## src/rtl/bus_arbiter_pkg.sv

```systemverilog
// +--------------------------------------------------------------------+
// | bus_arbiter_pkg : shared FSM encoding and requester index names    |
// | Rev 1.0                                                            |
// +--------------------------------------------------------------------+
`default_nettype none

package bus_arbiter_pkg;

  typedef enum logic [1:0] {
    ST_IDLE  = 2'd0,
    ST_GRANT = 2'd1,
    ST_TURN  = 2'd2
  } arb_state_e;

  localparam int REQ_CC  = 0;
  localparam int REQ_ALU = 1;
  localparam int REQ_RAM = 2;
  localparam int REQ_ROM = 3;

endpackage

`default_nettype wire

```

## src/rtl/bus_arbiter_rr_pick.sv

```systemverilog
// +--------------------------------------------------------------------+
// | rr_pick : combinational round-robin winner search after last_owner |
// | Rev 1.0                                                            |
// +--------------------------------------------------------------------+
`default_nettype none

module rr_pick
  import bus_arbiter_pkg::*;
#(
  parameter int NUM_REQ = 4,
  parameter int IDX_W   = 2
) (
  input  logic [NUM_REQ-1:0] elig,
  input  logic [IDX_W-1:0]   last_owner,
  output logic [NUM_REQ-1:0] win_oh,
  output logic [IDX_W-1:0]   win_idx,
  output logic               found
);

  int cand;

  // Offsets 1..NUM_REQ visit every index once, ending on last_owner itself.
  always_comb begin
    win_oh  = '0;
    win_idx = '0;
    found   = 1'b0;
    cand    = 0;
    for (int off = 1; off <= NUM_REQ; off++) begin
      cand = (int'(last_owner) + off) % NUM_REQ;
      if (!found && elig[cand[IDX_W-1:0]]) begin
        found                    = 1'b1;
        win_idx                  = cand[IDX_W-1:0];
        win_oh[cand[IDX_W-1:0]]  = 1'b1;
      end
    end
  end

endmodule

`default_nettype wire

```

## src/rtl/bus_arbiter.sv

```systemverilog
// +--------------------------------------------------------------------+
// | bus_arbiter : round-robin bus ownership with turnaround and limit  |
// | Rev 1.0                                                            |
// +--------------------------------------------------------------------+
`default_nettype none

module bus_arbiter
  import bus_arbiter_pkg::*;
#(
  parameter int NUM_REQ    = 4,
  parameter int TURNAROUND = 1,
  parameter int MAX_HOLD   = 15,
  parameter int IDX_W      = 2
) (
  input  logic               clk,
  input  logic               rst,
  input  logic [NUM_REQ-1:0] req,
  input  logic [NUM_REQ-1:0] lock,
  output logic [NUM_REQ-1:0] gnt,
  output logic [IDX_W-1:0]   owner,
  output logic               busy,
  output logic               timeout_err
);

  localparam int              HC_W       = (MAX_HOLD < 2) ? 1 : $clog2(MAX_HOLD + 1);
  localparam logic [HC_W-1:0] HOLD_LIMIT = HC_W'(MAX_HOLD);
  localparam logic [1:0]      TURN_LAST  = 2'(TURNAROUND);

  arb_state_e         state_q, state_d;
  logic [NUM_REQ-1:0] gnt_q, gnt_d;
  logic [NUM_REQ-1:0] mask_q, mask_d;
  logic [IDX_W-1:0]   owner_q, owner_d;
  logic [IDX_W-1:0]   last_q, last_d;
  logic               busy_q, busy_d;
  logic               to_q, to_d;
  logic [HC_W-1:0]    hold_q, hold_d;
  logic [1:0]         turn_q, turn_d;

  logic [NUM_REQ-1:0] elig;
  logic [NUM_REQ-1:0] win_oh;
  logic [IDX_W-1:0]   win_idx;
  logic               found;
  logic               do_grant;
  logic               do_release;

  assign elig = req & ~mask_q;

  rr_pick #(
    .NUM_REQ (NUM_REQ),
    .IDX_W   (IDX_W)
  ) u_rr_pick (
    .elig       (elig),
    .last_owner (last_q),
    .win_oh     (win_oh),
    .win_idx    (win_idx),
    .found      (found)
  );

  always_comb begin
    state_d    = state_q;
    gnt_d      = gnt_q;
    owner_d    = owner_q;
    last_d     = last_q;
    busy_d     = busy_q;
    to_d       = 1'b0;
    hold_d     = hold_q;
    turn_d     = turn_q;
    mask_d     = mask_q & req;
    do_grant   = 1'b0;
    do_release = 1'b0;

    case (state_q)
      ST_IDLE: begin
        do_grant = found;
      end
      ST_GRANT: begin
        // A voluntary drop on the limit edge wins over the forced release.
        if (!req[owner_q]) begin
          do_release = 1'b1;
        end else if (MAX_HOLD != 0 && hold_q == HOLD_LIMIT && !lock[owner_q]) begin
          do_release      = 1'b1;
          to_d            = 1'b1;
          mask_d[owner_q] = 1'b1;
        end else if (hold_q < HOLD_LIMIT) begin
          hold_d = hold_q + 1'b1;
        end
      end
      ST_TURN: begin
        if (turn_q == TURN_LAST) begin
          do_grant = found;
          if (!found) begin
            state_d = ST_IDLE;
          end
        end else begin
          turn_d = turn_q + 1'b1;
        end
      end
      default: begin
        state_d = ST_IDLE;
      end
    endcase

    if (do_release) begin
      state_d = ST_TURN;
      gnt_d   = '0;
      busy_d  = 1'b0;
      turn_d  = 2'd1;
    end

    if (do_grant) begin
      state_d = ST_GRANT;
      gnt_d   = win_oh;
      owner_d = win_idx;
      last_d  = win_idx;
      busy_d  = 1'b1;
      hold_d  = HC_W'(1);
    end
  end

  always_ff @(posedge clk) begin
    if (rst) begin
      state_q <= ST_IDLE;
      gnt_q   <= '0;
      owner_q <= '0;
      last_q  <= IDX_W'(NUM_REQ - 1);
      busy_q  <= 1'b0;
      to_q    <= 1'b0;
      hold_q  <= '0;
      turn_q  <= '0;
      mask_q  <= '0;
    end else begin
      state_q <= state_d;
      gnt_q   <= gnt_d;
      owner_q <= owner_d;
      last_q  <= last_d;
      busy_q  <= busy_d;
      to_q    <= to_d;
      hold_q  <= hold_d;
      turn_q  <= turn_d;
      mask_q  <= mask_d;
    end
  end

  assign gnt         = gnt_q;
  assign owner       = owner_q;
  assign busy        = busy_q;
  assign timeout_err = to_q;

endmodule

`default_nettype wire
```

## config.mk

```make
export PLATFORM = sky130hd
export DESIGN_NAME = bus_arbiter
export DESIGN_NICKNAME = d
export VERILOG_FILES = /design/src/rtl/bus_arbiter_pkg.sv /design/src/rtl/bus_arbiter_rr_pick.sv /design/src/rtl/bus_arbiter.sv
export SDC_FILE = /design/constraint.sdc
export NUM_CORES = 1
export LEC_CHECK = 0
export CORE_MARGIN = 2
export CORE_UTILIZATION = 54
export DETAILED_ROUTE_END_ITERATION = 16
export GPL_TIMING_DRIVEN = 0
export PLACE_DENSITY = 0.78
export SLEW_MARGIN = 15
export SYNTH_ARGS = -nofsm -noshare
export SYNTH_HDL_FRONTEND = slang
export SYNTH_SLANG_ARGS = --single-unit
export TNS_END_PERCENT = 100
```

## constraint.sdc

```tcl
create_clock -name clk -period 2.7 [get_ports clk]
set_input_delay 0.81 -clock clk [delete_from_list [all_inputs] [get_ports clk]]
set_output_delay 0.81 -clock clk [all_outputs]
set_load 0.02 [all_outputs]
```

==> impl_metrics.csv, run 1 <==
group,metric,value,unit
outcome,outcome,"complete, no violations",
pwr,power.density,897,mW/mm^2
floorplanning,coreArea,0.00245,sq mm
clocking,cts_tree,"done",
sta,finalCriticalPeriod,2.49,ns
global_route,antenna_found_initial,0,
clocking,clockBufferDepth,2,
detailed_routing,drt_pass1_iterations,4,
pwr,p_total,0.00147,W
place,dp.cells,199,
final_layout,layoutNonFillerInstCount,203,
final_layout,layout.nets,194,
detailed_routing,viasPerCell,6.40,
global_route,grt_max_degree,14,
sta,relSlewSlack,0.659,
floorplanning,io-pin-count,18,
clocking,h-tree-depth,1,
place,gp_congestion,0.846,
place,portBuffers,16,
place,dp_hpwl,2.41,mm
yosys,synth_warnings,0,
floorplanning,die_h,54.7,um
setup_path,start_kind,"input pin",
clocking,clk_latency,0.33,ns
global_route,grt_first_pass_wirelength,5.29,mm
yosys,synth_flop_cell,"dfxtp_1",
worst_hold_path,hold_class,"reg -> reg",
sta,rsz0062_at_grt,"no",
pwr,peakVddDrop,0.609,mV
final_layout,drive_gt1_frac,0.0809,
global_route,grt_use_met1,0.277,
clocking,cts_buffers,3,
yosys,synthesis.area,0.00139,sq mm
floorplanning,rows,18,
detailed_routing,routed_wl,3.21,mm
sta,fin_tns_setup,0,ns
floorplanning,die_w,54.7,um
setup_path,worstSetupPathType,"in -> reg",
sta,drv_slew,0,
sta,finClkSkew,0.00466,ns
final_layout,layout_commonest_cell,"dfxtp_1",
yosys,synth_edf_count,0,
sta,whs,0.519,ns
detailed_routing,wl_per_cell,15.8,um
final_layout,insertedDiodeCount,0,
sta,worstMarginPinSlew,0.512,ns
detailed_routing,ant_nets,0,
floorplanning,initial_core_util,0.565,
setup_path,cp_slowest_cell,"mux4_2",
clocking,cts.reportedPaths.clkPinSlew,0.13,ns
yosys,synthDistinctLibCells,40,
final_layout,final_cell_mix,"22 x dfxtp_1, 16 x clkdlybuf4s50_1, 14 x nor2_1, 13 x a21oi_1, 10 x ha_1",
sta,max_freq,402,MHz
global_route,grt.busiest_layer,"met2",
yosys,synth_nets,173,
setup_path,worstPathRequired,2.92,ns
floorplanning,dieArea,0.00299,sq mm
sta,fin_crit_sh,0.921,
clocking,clockRootBuffer,"clkbuf_4",
detailed_routing,drc,0,
setup_path,critPathArrivalTime,2.71,ns
yosys,ys_ff_latch,22,
sta,hold_viol,0,
setup_path,cp-end-kind,"register",
final_layout,utilization,0.668,
detailed_routing,first_iter_violations,45,
setup_path,cp_max_fo,6,
final_layout,syn_to_final_growth,18.3,%
yosys,yosysTopAreaCellShare,0.318,
yosys,synth_area_leaders,"dfxtp_1 32%, ha_1 9.0%, mux4_2 6.5%",
run,drv_cap,0,
sta,setup_viol,0,
setup_path,cp_slowest_stage_delay,0.59,ns
yosys,ys_async_sr_fraction,0,
yosys,syn_area_per_cell,9.06,sq um
global_route,use_met3,0.0410,
yosys,synth_top_area_cell,"dfxtp_1",
global_route,grt.met2_usage,0.440,
global_route,overflow,0,
detailed_routing,vias,1299,
global_route,track_usage,0.244,
clocking,cts_sinks,22,
final_layout,nFillCells,216,
yosys,synth-seq-area-share,0.318,
yosys,synthCells,153,
pwr,power.leakage,0.653,nW
setup_path,worstPathCellList,"clkdlybuf4s50_1 > nand2b_1 > mux4_2 > a211o_1 > a21oi_1 > o31ai_1",
global_route,grt_pass1_vias,1245,
[metal layers]
| layer | share of wire | up-vias | wire (um) |
|---|---|---|---|
| met5 | 0 | - | 0 |
| li1 | - | 621 | - |
| met2 | 0.51 | 52 | 1640 |
| met1 | 0.41 | 617 | 1330 |
| met3 | 0.054 | 9 | 173 |
| met4 | 0.021 | 0 | 68 |
[cell families (layout without fill, tap and decap cells)]
group,after synthesis,count (layout),synth area share
DFF,22,22,0.318
AOI/OAI and AO/OA,46,46,0.227
xor gates and xnor gates,2,2,0.0126
muxes,7,7,0.0984
and+or+nand+nor,55,55,0.223
adders and majority gates,10,10,0.0903
buffers and inverters,11,31,0.0307
[power breakdown]
| part | leakage (nW) | switching [W] | internal (W) |
|---|---|---|---|
| combinational | 0.444 | 0.000409 | 0.000326 |
| sequential | 0.180 | 0.0000806 | 0.000392 |
| clock | 0.0279 | 0.000114 | 0.000150 |
[cell usage after synthesis, types with 7 or more instances]
master	instances
inv_1	7
nand2b_1	9
ha_1	10
a21oi_1	14
nor2_1	14
dfxtp_1	22
nand3_1	7
o21ai_0	7
[state kept, by name, indices dropped and copies added (netlist names)]
register	flops
timeout_err	1
mask_q	4
owner	2
last_q	2
state_q	2
turn_q	2
gnt	4
busy	1
hold_q	4
[worst paths after layout]
check                                end  slack (ns)  cells past startpoint                    from
setup / recovery  last_q[0]$_SDFFE_PP1P_        0.21                      6                  req[3]
hold / removal         busy$_SDFFE_PP0P_        0.52                      2       busy$_SDFFE_PP0P_
setup reg to reg     gnt[1]$_SDFFE_PP0P_        0.31                      7  last_q[0]$_SDFFE_PP1P_
hold reg to reg        busy$_SDFFE_PP0P_        0.52                      2       busy$_SDFFE_PP0P_
[stage by stage]
stage,setup WS (ns),area (sq um)
after floorplan,0.613,1390
after global placement,-0.164,1580
after detailed placement,-0.273,1580
after CTS,0.0603,1640
after global routing,0.0561,1640
final,0.215,1640
[timing repair]
item,4_1_cts,5_1_grt
hold buffers,0,0
gates resized for setup,0,1
setup endpoints to repair,0,5
buffers inserted,0,0
[final cells by class]
type                    count  area [sq um]  area share
well taps                  30          37.5      0.0229
clock buffers               3          22.5      0.0137
inverters                   7          26.3      0.0160
flip-flops and latches     22           440       0.268
repair buffers             16           160      0.0976
plain buffers               4          16.3     0.00992
clock inverters             1          30.0      0.0183
multi-input cells         120           907       0.553
[worst max-delay path: cells and delay by family]
kind                   cells  cell delay (ns)
muxes                      1             0.59
buffers and inverters      1             0.53
and+or+nand+nor            1             0.13
AOI/OAI and AO/OA          3             0.65
(Power assumes the default switching activity.)
==> inputs of run 2 (changes only) <==
--- a/config.mk
+++ b/config.mk
@@ -5,11 +5,10 @@
 export SDC_FILE = /design/constraint.sdc
 export NUM_CORES = 1
 export LEC_CHECK = 0
-export CORE_MARGIN = 2
 export CORE_UTILIZATION = 54
 export DETAILED_ROUTE_END_ITERATION = 16
 export GPL_TIMING_DRIVEN = 0
-export PLACE_DENSITY = 0.78
+export PLACE_DENSITY_LB_ADDON = 0.25
 export SLEW_MARGIN = 15
 export SYNTH_ARGS = -nofsm -noshare
 export SYNTH_HDL_FRONTEND = slang
==> run 2 against run 1 <==
Effect of this change: total power about the same; clock-buffer cell count unchanged; register-to-register slack about the same; utilization increased by 3.8 points; wire length increased by 1.9%; die area decreased by 7.2%; critical path depth unchanged; combinational power increased by 0.5%; design area decreased by 0.15%; setup slack got worse by 0.020 ns; first-iteration DRC count decreased by 31%; largest cell class unchanged.
==> impl_metrics.csv, run 2 (synthesis gave the netlist of run 1 again) <==
group,metric,value,unit
floorplanning,io-pin-count,18,
place,gp_congestion,0.878,
final_layout,nFillCells,197,
clocking,postCtsHoldBufs,0,
pwr,switching_share,0.410,
sta,finClkSkew,0.00315,ns
detailed_routing,viasPerCell,6.33,
place,dp_hpwl,2.47,mm
clocking,clockBufferDepth,2,
floorplanning,die_h,52.7,um
sta,relSlewSlack,0.674,
setup_path,path_delay_family,"compound AO/OA/AOI/OAI gates",
detailed_routing,wl_per_cell,16.3,um
pwr,pwr-share-seq,0.323,
clocking,clk_latency,0.32,ns
final_layout,syn_to_final_growth,18.1,%
pwr,peakVddDrop,0.549,mV
setup_path,cp.depth,6,
detailed_routing,ant_nets,0,
sta,drv_slew,0,
worst_hold_path,min_path_cells,2,
clocking,cts_resized,0,
final_layout,layout_commonest_cell,"dfxtp_1",
clocking,h-tree-depth,1,
sta,finalCriticalPeriod,2.51,ns
final_layout,final_cell_mix,"22 x dfxtp_1, 16 x clkdlybuf4s50_1, 14 x nor2_1, 13 x a21oi_1, 10 x ha_1",
sta,setup_viol,0,
sta,max_freq,399,MHz
global_route,grt_pass1_vias,1168,
setup_path,path_buf_inv,1,
setup_path,start_kind,"input pin",
global_route,grt_max_degree,14,
place,dp.cells,197,
pwr,p_total,0.00147,W
global_route,overflow,0,
sta,hold_viol,0,
floorplanning,initial_core_util,0.598,
setup_path,rr_worst_depth,7,
pwr,intPower,0.000868,W
setup_path,cp_max_fo,6,
floorplanning,dieArea,0.00277,sq mm
clocking,cts.reportedPaths.clkPinSlew,0.13,ns
setup_path,worstPathRequired,2.91,ns
floorplanning,coreArea,0.00232,sq mm
floorplanning,die_w,52.7,um
pwr,power.share.clock,0.175,
place,portBuffers,16,
global_route,grt_first_pass_wirelength,5.31,mm
setup_path,cp-end-kind,"register",
setup_path,critPathArrivalTime,2.72,ns
sta,fin_tns_setup,0,ns
setup_path,cp_slowest_cell,"mux4_2",
setup_path,worstPathCellList,"clkdlybuf4s50_1 > nand2b_1 > mux4_2 > a211o_1 > a21oi_1 > o31ai_1",
clocking,cts_setup_buffers,0,
detailed_routing,drc,0,
final_layout,drive_gt1_frac,0.0809,
clocking,cts_sinks,22,
detailed_routing,vias,1273,
run,drv_cap,0,
sta,fin_crit_sh,0.928,
final_layout,layoutNonFillerInstCount,201,
setup_path,worstSetupPathType,"in -> reg",
detailed_routing,drt_pass1_iterations,4,
sta,rsz0062_at_grt,"no",
pwr,netSwitchingPower,0.000603,W
pwr,power.density,898,mW/mm^2
detailed_routing,first_iter_violations,31,
pwr,comb_power_share,0.502,
clocking,cts_tree,"done",
final_layout,layout.nets,194,
detailed_routing,routed_wl,3.27,mm
pwr,power.leakage,0.653,nW
worst_hold_path,hold_class,"reg -> reg",
floorplanning,rows,17,
clocking,cts_buffers,3,
outcome,outcome,"complete, no violations",
clocking,clockRootBuffer,"clkbuf_4",
final_layout,insertedDiodeCount,0,
global_route,antenna_found_initial,0,
sta,worstMarginPinSlew,0.490,ns
global_route,track_usage,0.263,
setup_path,cp_slowest_stage_delay,0.56,ns
## run 2: cell counts in the layout (fill, tap and decap cells not counted)
Identical to the previous run, type by type.
## run 2: final timing paths
path	start	endpoint	slack (ns)
setup / recovery	req[1]	last_q[0]$_SDFFE_PP1P_	0.19
hold / removal	busy$_SDFFE_PP0P_	busy$_SDFFE_PP0P_	0.51
setup reg to reg	last_q[0]$_SDFFE_PP1P_	gnt[3]$_SDFFE_PP0P_	0.30
hold reg to reg	busy$_SDFFE_PP0P_	busy$_SDFFE_PP0P_	0.51
## run 2: power groups by stage
| stage | clock (W) | combinational [W] | sequential, W |
|---|---|---|---|
| after global placement | 0 | 0.000699 | 0.000476 |
| after detailed placement | 0 | 0.000729 | 0.000481 |
| after CTS | 0.000262 | 0.000732 | 0.000473 |
| after floorplan | 0 | 0.000488 | 0.000507 |
| final | 0.000257 | 0.000739 | 0.000475 |
| after global routing | 0.000277 | 0.000821 | 0.000485 |
## run 2: metrics by stage
step | cell area (sq um) | hold WS, ns | utilization | setup WS (ns)
finish | 1640 | 0.509 | 0.706 | 0.194
global route | 1640 | 0.559 | 0.706 | 0.0577
CTS | 1630 | 0.520 | 0.705 | 0.0774
detailed placement | 1580 | 0.490 | 0.682 | -0.247
global placement | 1580 | 0.470 | 0.682 | -0.155
floorplan | 1390 | 0.476 | - | 0.613
## run 2: worst min-delay path, cell delays in order, from the launching register on
cell and delay [ns]:
dfxtp_1 0.35, a21oi_1 0.06, nor2_1 0.08
## run 2: cell type report
class,instances,area [sq um],area share
buffer,4,16.3,0.00993
timing repair buffer,16,160,0.0978
inverter,7,26.3,0.0160
tap,28,35.0,0.0214
multi-input combinational,120,907,0.554
clock inverter,1,30.0,0.0183
clock buffer,3,22.5,0.0138
sequential,22,440,0.269
## run 2: per-layer routing
metal / vias to the layer above / part of all wire / GRT usage
met3: 7 / 0.035 / 0.0348
met2: 38 / 0.51 / 0.473
li1: 622 / - / -
met1: 606 / 0.44 / 0.320
met4: 0 / 0.013 / 0.0789
met5: - / 0 / 0
==> inputs of run 3 (changes only) <==
--- a/config.mk
+++ b/config.mk
@@ -5,7 +5,7 @@
 export SDC_FILE = /design/constraint.sdc
 export NUM_CORES = 1
 export LEC_CHECK = 0
-export CORE_UTILIZATION = 54
+export CORE_UTILIZATION = 35
 export DETAILED_ROUTE_END_ITERATION = 16
 export GPL_TIMING_DRIVEN = 0
 export PLACE_DENSITY_LB_ADDON = 0.25
==> run 3 against run 2 <==
Effect of this change: total power shrank 5.0%; clock skew grew 0.0068 ns; global-route usage fell by 9.8 points; die area grew 52%; utilization shrank 26 points; via count decreased by 2.7%; sequential power barely moved; first-iteration DRC count rose by 140%; largest cell class unchanged; largest power group unchanged.
==> impl_metrics.csv, run 3 (synthesis gave the netlist of run 1 again) <==
group,metric,value,unit
floorplanning,die_h,64.9,um
floorplanning,die_w,64.9,um
setup_path,cp-end-kind,"register",
clocking,clk_latency,0.26,ns
detailed_routing,viasPerCell,5.63,
sta,fin_crit_sh,0.959,
sta,relSlewSlack,0.661,
final_layout,seq_area,440,sq um
clocking,cts_sinks,22,
sta,setup_viol,0,
sta,finalCriticalPeriod,2.59,ns
sta,worstMarginPinSlew,0.508,ns
setup_path,cp_slowest_cell,"mux4_2",
clocking,cts.reportedPaths.clkPinSlew,0.07,ns
setup_path,worstPathCellList,"clkdlybuf4s50_1 > nand2b_1 > mux4_2 > a211o_1 > a21oi_1 > o31ai_1",
detailed_routing,ant_nets,0,
final_layout,layout.nets,194,
clocking,cts_setup_buffers,0,
sta,max_freq,386,MHz
place,gp_congestion,0.890,
clocking,clockBufferDepth,2,
global_route,grt_first_pass_wirelength,5.41,mm
detailed_routing,first_iter_violations,73,
global_route,grt_max_degree,12,
pwr,power.leakage,0.646,nW
global_route,track_usage,0.165,
detailed_routing,vias,1239,
clocking,cts_tree,"done",
clocking,cts_buffers,3,
setup_path,start_kind,"input pin",
sta,fin_tns_setup,0,ns
final_layout,nFillCells,387,
detailed_routing,wl_per_cell,14.0,um
final_layout,insertedDiodeCount,0,
final_layout,utilization,0.444,
detailed_routing,drc,0,
outcome,outcome,"complete, no violations",
setup_path,critPathArrivalTime,2.73,ns
detailed_routing,drt_pass1_iterations,4,
sta,rsz0062_at_grt,"no",
worst_hold_path,hold_class,"reg -> reg",
run,drv_cap,0,
final_layout,layout_commonest_cell,"dfxtp_1",
global_route,grt_pass1_vias,1170,
setup_path,worstSetupPathType,"in -> reg",
detailed_routing,routed_wl,3.08,mm
setup_path,worstPathRequired,2.84,ns
final_layout,design_area,0.00165,sq mm
setup_path,cp_slowest_stage_delay,0.56,ns
pwr,power.density,846,mW/mm^2
place,postPlaceCellArea,0.00161,sq mm
final_layout,final_cell_mix,"22 x dfxtp_1, 16 x clkdlybuf4s50_1, 14 x nor2_1, 13 x a21oi_1, 10 x ha_1",
final_layout,drive_gt1_frac,0.0756,
clocking,h-tree-depth,1,
place,portBuffers,16,
place,dp.cells,217,
final_layout,layoutNonFillerInstCount,220,
floorplanning,coreArea,0.00372,sq mm
place,dp_hpwl,2.38,mm
floorplanning,rows,22,
floorplanning,dieArea,0.00422,sq mm
final_layout,multiInputGateArea,907,sq um
global_route,antenna_found_initial,0,
floorplanning,io-pin-count,18,
clocking,clockRootBuffer,"clkbuf_8",
floorplanning,initial_core_util,0.373,
final_layout,syn_to_final_growth,19.1,%
setup_path,cp_max_fo,6,
sta,finClkSkew,0.00992,ns
sta,hold_viol,0,
sta,drv_slew,0,
pwr,peakVddDrop,0.316,mV
pwr,p_total,0.00140,W
global_route,overflow,0,
==> run 3: cell count changes in the layout (fill, tap and decap cells not counted), sizes merged <==
cell    before  now
bufinv       1    0
==> run 3: routing by layer <==
| metal | global-route usage | up-vias | share of wire | routed length, um |
|---|---|---|---|---|
| met2 | 0.260 | 33 | 0.46 | 1420 |
| met3 | 0.0282 | 7 | 0.036 | 111 |
| met1 | 0.220 | 580 | 0.49 | 1510 |
| met5 | 0 | - | 0 | 0 |
| li1 | - | 619 | - | - |
| met4 | 0.0667 | 0 | 0.014 | 42 |
==> run 3: path summary, 6_finish.rpt <==
kind	start	to	slack (ns)	depth (start not counted)
worst min register to register	busy$_SDFFE_PP0P_	busy$_SDFFE_PP0P_	0.49	2
worst max register to register	last_q[0]$_SDFFE_PP1P_	gnt[0]$_SDFFE_PP0P_	0.37	7
worst max-delay path	req[1]	last_q[0]$_SDFFE_PP1P_	0.11	6
worst min-delay path	busy$_SDFFE_PP0P_	busy$_SDFFE_PP0P_	0.49	2
==> run 3: power by group <==
| part | internal [W] | switching [W] | total [W] |
|---|---|---|---|
| Sequential | 0.000392 | 0.0000828 | 0.000475 |
| Clock | 0.0000995 | 0.000102 | 0.000201 |
| Combinational | 0.000325 | 0.000397 | 0.000722 |
==> run 3: what timing repair did <==
| item | 4_1_cts | 5_1_grt |
|---|---|---|
| hold buffers | 0 | 0 |
| resized for setup | 0 | 1 |
| endpoints found under the setup margin | 0 | 8 |
==> run 3: critical path, delay by kind of cell <==
family | cells | cell delay [ns]
AOI/OAI and AO/OA | 3 | 0.67
buffers and inverters | 1 | 0.54
muxes | 1 | 0.56
and+or+nand+nor | 1 | 0.14
==> run 3: area by class of cell <==
type	count	share of cell area
repair buffers	16	0.0970
multi-input cells	120	0.549
well taps	48	0.0364
inverters	7	0.0159
plain buffers	4	0.00985
clock buffers	3	0.0250
flip-flops and latches	22	0.267
==> run 3: metrics by stage <==
step	hold slack (ns)	setup WS [ns]
3_5_place_dp	0.479	-0.236
6_report	0.494	0.110
5_1_grt	0.530	0.0621
4_1_cts	0.499	0.0194
3_3_place_gp	0.469	-0.222
2_1_floorplan	0.476	0.613
==> variant: new RTL, settings of run 1 <==
The output `timeout_err` loses its register stage (`to_q` becomes a continuous assignment).
--- a/src/rtl/bus_arbiter.sv
+++ b/src/rtl/bus_arbiter.sv
@@ -125,5 +125,4 @@
       last_q  <= IDX_W'(NUM_REQ - 1);
       busy_q  <= 1'b0;
-      to_q    <= 1'b0;
       hold_q  <= '0;
       turn_q  <= '0;
@@ -135,5 +134,4 @@
       last_q  <= last_d;
       busy_q  <= busy_d;
-      to_q    <= to_d;
       hold_q  <= hold_d;
       turn_q  <= turn_d;
@@ -141,4 +139,6 @@
     end
   end
+
+  assign to_q = to_d;
 
   assign gnt         = gnt_q;
Check against the original RTL: no difference found for any inputs over 10 cycles, from zero or initial values and one cycle with rst high; that may be too few to reach the edited logic, so the function may still have changed.
==> variant against run 1 <==
Routed wire length shrank 7.4%; critical path type is now in -> out; sequential cell count shrank 1; fmax shrank 7.2%; worst setup slack lost 0.19 ns; total power shrank 30%; first-iteration DRC count shrank 47%; area after synthesis shrank 3.6%; via count shrank 8.2%; design area shrank 3.1%; highest routed layer unchanged.
==> variant: results (changes against run 1) <==
| Metric | Value |
|---|---|
| Status | finished, final reports clean |
| Nets@finish | 187 (-3.6%) |
| Most frequent cells after synthesis | 21 x dfxtp_1, 17 x nand2_1, 11 x nor2_1, 10 x ha_1, 9 x a21oi_1 |
| Worst reg-to-reg path cell count | 6 (-1) |
| Layout cells sized above 1 | 0.175 (+0.0938) |
| CP Max Fanout | 3 (-3) |
| First-pass GRT wire length | 5.06 mm (-4.4%) |
| Critical Path Start | lock[3] |
| VDD IR max | 475 uV (-22%) |
| Crit path DAT | 1.87 ns (-0.84 ns) |
| Skew final | 0.00426 ns (-0.000404 ns) |
| HP Start | mask_q[1] |
| Number of global-route vias before repair | 1240 (-0.40%) |
| Clk. pwr | 154 uW (-42%) |
| Mux contribution to synthesized area | 0.109 (+0.0102) |
| WHS Endpoint | mask_q[1] |
| R2R Setup Slk | 0.39 ns (+0.08 ns) |
| Cts bufs inserted | 3 (unchanged) |
| Pwr Density | 650 nW/um^2 (-28%) |
| Vias per cell | 6.09 (-4.9%) |
| CP top delay family | multiplexers |
| Psw | 399 uW (-34%) |
| Final wirelength | 2.97 mm (-7.4%) |
| Fill count | 196 (-9.3%) |
| Reg-to-reg endpoint | gnt[0] |
| Slew headroom | 0.536 (-0.123) |
| Clock Latency Late Sink | 0.31 ns (-0.02 ns) |
| Post-synthesis cell type count | 39 (-2.5%) |
| Port Buf Inserts | 17 (+1) |
| Synth warn | 0 (unchanged) |
| CP max-delay cell | mux4_2 |
| Max incr delay on CP | 0.48 ns (-0.11 ns) |
| Top cells by area, synth | dfxtp_1 31%, mux4_2 10%, ha_1 9.4% |
| First DRT Iteration DRCs | 24 (-47%) |
| Syn Nets | 163 (-5.8%) |
| Crit Reg-Reg Startpoint | last_q[1] |
| Clk slew on worst S/H paths | 0.11 ns (-0.02 ns) |
| Complex-gate fraction of the synthesized area | 0.226 (-0.00178) |
| GP Congestion | 0.818 (-3.3%) |
| Lkg Pwr | 0.625 nW (-4.2%) |
| Post-synthesis sequential area ratio | 0.315 (-0.00308) |
| Dpl hpwl | 2.29 mm (-4.7%) |
| Post-Synth XOR/XNOR Area | 0.0262 (+0.0136) |
| Gr usage total | 0.243 (-0.00118) |
| DRT Pass-1 Iters | 5 (+1) |
| Largest net degree at the start of global routing | 13 (-1) |
| Crit path to | timeout_err |
| Combinational Power Share | 0.470 (-0.029) |
| Adder-cell share of the synthesized area | 0.0936 (+0.00338) |
-- variant: cell families (layout without fill, tap and decap cells) --
logic type               count (synthesis)  after routing
AO/OA/AOI/OAI                           39             39
XOR/XNOR                                 4              4
adder cells (fa/ha/maj)                 10             10
buffers and inverters                   11             34
flip-flops                              21             21
multiplexers                             7              7
AND/OR/NAND/NOR                         51             51
-- variant: stage by stage --
step | cell area, sq um | instances | setup TNS, ns | hold WS, ns | setup WS (ns)
after global placement | 1540 | 190 | -1.11 | 0.462 | -0.925
after CTS | 1580 | 196 | -0.0106 | 0.493 | -0.0106
after floorplan | 1340 | 143 | 0 | 0.447 | 0.0187
after detailed placement | 1540 | 190 | -1.38 | 0.478 | -0.918
final | 1590 | 196 | 0 | 0.497 | 0.0211
after global routing | 1590 | 196 | -0.0298 | 0.544 | -0.0298
-- variant: layout make-up --
type | count | area, sq um | share of cell area
Sequential cell | 21 | 422 | 0.265
Clock inverter | 1 | 5.00 | 0.00315
Timing Repair Buffer | 19 | 174 | 0.109
Multi-Input combinational cell | 111 | 883 | 0.556
Buffer | 4 | 18.8 | 0.0118
Tap cell | 30 | 37.5 | 0.0236
Clock buffer | 3 | 22.5 | 0.0142
Inverter | 7 | 26.3 | 0.0165
-- variant: metal layers --
| metal | vias to the layer above | track usage | share of wire |
|---|---|---|---|
| met5 | - | 0 | 0 |
| met1 | 567 | 0.267 | 0.43 |
| met4 | 0 | 0.145 | 0.025 |
| met3 | 10 | 0.0611 | 0.044 |
| li1 | 576 | - | - |
| met2 | 40 | 0.419 | 0.50 |
-- variant: what timing repair did --
item | CTS | global route
setup endpoints to repair | 1 | 1
pin swaps | 2 | 2
buffers inserted | 2 | 0
gates resized for setup | 27 | 2
gates cloned | 0 | 0
